### src/rtl/store_tid_tracker.sv
// Store transaction-ID allocator and in-flight tracker with fence drain.
// Optional watchdog enabled by defining STORE_TRACKER_TIMEOUT_EN.
module store_tid_tracker #(
  parameter int MAX_OUTSTANDING = 7,
  parameter int TID_WIDTH       = 3,
  parameter int TIMEOUT_CYCLES  = 1024,
  localparam int NUM_TIDS       = 2**TID_WIDTH,
  localparam int CW             = $clog2(MAX_OUTSTANDING+1)
) (
  input  logic                 clk_i,
  input  logic                 rst_ni,
  input  logic                 st_req_i,
  output logic                 st_gnt_o,
  output logic [TID_WIDTH-1:0] st_tid_o,
  input  logic                 ack_valid_i,
  input  logic [TID_WIDTH-1:0] ack_tid_i,
  input  logic                 ack_err_i,
  input  logic                 fence_req_i,
  output logic                 fence_done_o,
  output logic [CW-1:0]        outstanding_cnt_o,
  output logic                 empty_o,
  output logic                 full_o,
  output logic                 spurious_o,
  output logic                 bus_err_o,
  output logic                 timeout_o
);

  if (MAX_OUTSTANDING < 1 || MAX_OUTSTANDING > NUM_TIDS || TIMEOUT_CYCLES < 1) begin : g_bad_cfg
    $error("store_tid_tracker: illegal parameter combination");
  end

  typedef enum logic [1:0] {IDLE, DRAIN, DONE} state_e;

  state_e                state_q, state_d;
  logic [NUM_TIDS-1:0]   inflight_q, inflight_d;
  logic [CW-1:0]         cnt_q;
  logic                  free_any;
  logic [TID_WIDTH-1:0]  free_idx;
  logic                  gnt, valid_ack, bad_ack;

  // Lowest free ID from the registered bitmap, so a just-freed ID is only reusable next cycle.
  always_comb begin
    free_any = 1'b0;
    free_idx = '0;
    for (int i = NUM_TIDS-1; i >= 0; i--) begin
      if (!inflight_q[i]) begin
        free_any = 1'b1;
        free_idx = TID_WIDTH'(i);
      end
    end
  end

  assign empty_o   = (cnt_q == '0);
  assign full_o    = (cnt_q == CW'(MAX_OUTSTANDING));
  assign gnt       = st_req_i & ~full_o & free_any & (state_q == IDLE) & ~fence_req_i;
  assign st_gnt_o  = gnt;
  assign st_tid_o  = gnt ? free_idx : '0;
  assign valid_ack = ack_valid_i &  inflight_q[ack_tid_i];
  assign bad_ack   = ack_valid_i & ~inflight_q[ack_tid_i];
  assign outstanding_cnt_o = cnt_q;

  always_comb begin
    inflight_d = inflight_q;
    if (gnt)       inflight_d[free_idx]  = 1'b1;
    if (valid_ack) inflight_d[ack_tid_i] = 1'b0;
  end

  always_ff @(posedge clk_i or negedge rst_ni) begin
    if (!rst_ni) begin
      inflight_q <= '0;
      cnt_q      <= '0;
      spurious_o <= 1'b0;
      bus_err_o  <= 1'b0;
    end else begin
      inflight_q <= inflight_d;
      cnt_q      <= cnt_q + CW'(gnt) - CW'(valid_ack);
      if (bad_ack)               spurious_o <= 1'b1;
      if (valid_ack & ack_err_i) bus_err_o  <= 1'b1;
    end
  end

  always_ff @(posedge clk_i or negedge rst_ni) begin
    if (!rst_ni) state_q <= IDLE;
    else         state_q <= state_d;
  end

  always_comb begin
    state_d      = state_q;
    fence_done_o = 1'b0;
    case (state_q)
      IDLE:    if (fence_req_i) state_d = DRAIN;
      DRAIN:   if (cnt_q == '0) state_d = DONE;
      DONE: begin
        fence_done_o = 1'b1;
        state_d      = IDLE;
      end
      default: state_d = IDLE;
    endcase
  end

`ifdef STORE_TRACKER_TIMEOUT_EN
  localparam int WW = $clog2(TIMEOUT_CYCLES+1);
  logic [WW-1:0] wdog_q, wdog_d;

  // Counts cycles without forward progress while stores are pending; saturates at the threshold.
  always_comb begin
    if (empty_o || valid_ack)              wdog_d = '0;
    else if (wdog_q == WW'(TIMEOUT_CYCLES)) wdog_d = wdog_q;
    else                                    wdog_d = wdog_q + WW'(1);
  end

  always_ff @(posedge clk_i or negedge rst_ni) begin
    if (!rst_ni) begin
      wdog_q    <= '0;
      timeout_o <= 1'b0;
    end else begin
      wdog_q <= wdog_d;
      if (wdog_d == WW'(TIMEOUT_CYCLES)) timeout_o <= 1'b1;
    end
  end
`else
  assign timeout_o = 1'b0;
`endif

endmodule

### config.mk
export PLATFORM = sky130hd
export DESIGN_NAME = store_tid_tracker
export DESIGN_NICKNAME = d
export VERILOG_FILES = /design/src/rtl/store_tid_tracker.sv
export SDC_FILE = /design/constraint.sdc
export NUM_CORES = 1
export LEC_CHECK = 0
export CAP_MARGIN = 0
export CORE_MARGIN = 2
export CORE_UTILIZATION = 43
export CTS_CLUSTER_DIAMETER = 80
export DETAILED_ROUTE_END_ITERATION = 7
export GPL_ROUTABILITY_DRIVEN = 0
export PLACE_DENSITY_LB_ADDON = 0.12
export SYNTH_ARGS = -nofsm -noshare
export SYNTH_HDL_FRONTEND = slang
export SYNTH_SLANG_ARGS = --single-unit
### constraint.sdc
create_clock -name clk_i -period 2.1 [get_ports clk_i]
set_input_delay 0.63 -clock clk_i [delete_from_list [all_inputs] [get_ports clk_i]]
set_output_delay 0.63 -clock clk_i [all_outputs]
set_load 0.01 [all_outputs]
==> impl_metrics.yaml <==
clock_tree:
  root_buffer: "clkbuf_4"
  ctsHtreeMaxLevel: 1
  cts_tree: "built"
  cts_buffers: 3
  path_clk_slew_ns: 0.09
  clk_path_buf_depth: 2
  clock_latency_ns: 0.29
  cts_sinks: 15
status:
  status: "finished with violations"
  violations: "negative setup slack"
grt:
  antenna_found_initial: 0
  grt_pass1_vias: 1060
  grt_pass1_wl_microns: 4390
  overflow: 0
  grt_max_degree: 16
  track_usage_pct: 23.9
final_layout:
  seq_area_sq_um: 375
  fin_util_pct: 75.8
  multi_input_area_sq_um: 529
  final_common_cell: "buf_4"
  instances_no_fill: 179
  nets: 165
  drive_gt1_share_pct: 47.4
  diodes: 0
  area_growth_pct: 67.3
  layout_common_cells: "32 x buf_4, 15 x dfrtp_1, 8 x clkdlybuf4s50_1, 8 x buf_6, 7 x nand2_1"
  final.fill_count: 159
sta:
  hold_violations: 0
  setup_ws_ns: -0.344
  setup_viol: 6
  fin_crit_ns: 2.44
  finalSetupTns_ns: -1.41
  fin_skew_ns: 0.00487
  report.final.slew_viol_count: 0
  rsz0062_at_grt: "yes"
  fin_crit_sh_pct: 116
  max_freq_mhz: 409
yosys:
  synth_seq_cells: 15
  synth-seq-area-share_pct: 42.3
  async_reset_ff_share_pct: 100
  syn_inst: 94
  ys.flop_type: "dfrtp_1"
  synth_cell_types: 38
  syn_area_sq_um: 888
  synth_edf_count: 0
  synth_fp_nets: 106
  yosys_warnings: 0
  avgSynthCellArea_sq_um: 9.45
worst_setup_path:
  path_delay_family: "simple AND/OR/NAND/NOR gates"
  crit_buf_inv: 2
  path_cells: "buf_6 -> or4b_4 -> a211oi_4 -> and4_1 -> buf_2"
  critPathKind: "in2out"
  slowest_stage: "or4b_4"
  path_max_fanout: 3
  critical_path_arrival_ns: 1.81
  start_kind: "input port"
  required_ns: 1.47
  endpoint_kind: "primary output"
  slowest_delay_ns: 0.55
drt:
  viasPerCell: 5.33
  firstDrtPassIters: 4
  ant_nets: 0
  drcViolationCount: 0
  vias: 954
  dr.first_iter.drc_count: 17
  wirelength_microns: 2540
  wl_per_cell_microns: 14.2
floorplan:
  fp.dieW_microns: 49.5
  rows: 16
  dieArea_sq_um: 2450
  die_y_microns: 49.5
  fp.coreArea_sq_um: 1960
  ios: 22
  initial_core_util_pct: 45.3
placement:
  port_buffers: 20
  hpwl_microns: 1940
  post-place-cells: 172
  pre_cts_ws_ns: -1.09
power:
  total_leakage_power_nw: 0.708
  vdd_ir_drop_max_mv: 0.894
  power.density_nw_per_um2: 996
worst_hold_path:
  hp-class: "reg2reg"
run:
  drv_cap: 0
## worst reg2reg max path, delay by kind of cell, from the launching register on
kind,cells,cell delay [ns]
xor+xnor,2,0.27
fa+ha+maj,3,0.66
buf+inv,3,0.25
flops,1,0.39
mux,1,0.14
simple gates,3,0.42
## synthesized netlist by cell type (2+ instances only)
| cell type | instances | area, sq um |
|---|---|---|
| dfrtp_1 | 15 | 375 |
| inv_1 | 8 | 30.0 |
| nand2_1 | 8 | 30.0 |
| nand3_1 | 6 | 30.0 |
| o21ai_1 | 6 | 30.0 |
| nor2_1 | 5 | 18.8 |
| and4_1 | 3 | 26.3 |
| mux2i_1 | 3 | 30.0 |
| o21ai_0 | 3 | 15.0 |
| o31ai_1 | 3 | 22.5 |
| a211oi_1 | 2 | 15.0 |
| a21oi_1 | 2 | 10.0 |
| buf_2 | 2 | 10.0 |
| ha_1 | 2 | 25.0 |
| nand4_1 | 2 | 12.5 |
| xnor2_1 | 2 | 17.5 |
## final timing paths
kind,from,to,slack [ns],depth (start not counted)
max,fence_req_i,st_tid_o[1],-0.34,5
min,bus_err_o,bus_err_o,0.48,1
max reg2reg,inflight_q[5],outstanding_cnt_o[2],-0.13,12
min reg2reg,bus_err_o,bus_err_o,0.48,1
max in group asynchronous,rst_ni,bus_err_o,1.28,2
min in group asynchronous,rst_ni,inflight_q[7],0.64,2
## state kept, by name, summed over array words and instances (netlist names)
register and cells:
inflight_q 8, outstanding_cnt_o 3, state_q 2, bus_err_o 1
spurious_o 1
## power by group
part           internal, W  switching, W  total [W]
registers         0.000375     0.0000539   0.000429
logic             0.000493      0.000386   0.000879
clock network    0.0000709      0.000102   0.000173
## routing by layer
metal  share of wire (%)  vias to the layer above  global-route usage (%)
li1                    -                      454                       -
met1                  38                      458                    24.3
met2                  55                       34                    44.6
met3                 4.8                        8                    5.45
met4                 2.1                        0                    13.0
met5                   0                        -                       0
## area by class of cell
class | instances | area share, %
Multi-Input combinational cell | 67 | 35.6
Sequential cell | 15 | 25.3
Timing Repair Buffer | 58 | 33.0
Tap cell | 27 | 2.27
Clock buffer | 3 | 1.52
Inverter | 8 | 2.02
Clock inverter | 1 | 0.337
## repair_timing
action	CTS	global route
buffers inserted	4	1
endpoints found under the setup margin	10	8
hold buffers	0	0
gates resized for setup	50	3
pin swaps	8	6
gates cloned	0	0
## cell families after synthesis
logic type                 count (synthesis)  synth area share, %
muxes                                      3                 3.38
other                                      1                0.422
and+or+nand+nor                           34                 22.0
buffers and inverters                     12                 5.77
adders and majority gates                  3                 5.07
AOI/OAI and AO/OA                         24                 19.2
xor gates and xnor gates                   2                 1.97
DFF                                       15                 42.3
## per-stage QoR
stage | area, sq um | hold WS [ns] | total power, W
detailed placement | 1430 | 0.460 | 0.00126
global placement | 1430 | 0.457 | 0.00122
floorplan | 958 | 0.334 | 0.000805
CTS | 1480 | 0.487 | 0.00147
finish | 1490 | 0.479 | 0.00148
global route | 1490 | 0.517 | 0.00157
No activity file was read; power rests on OpenSTA's default activity.
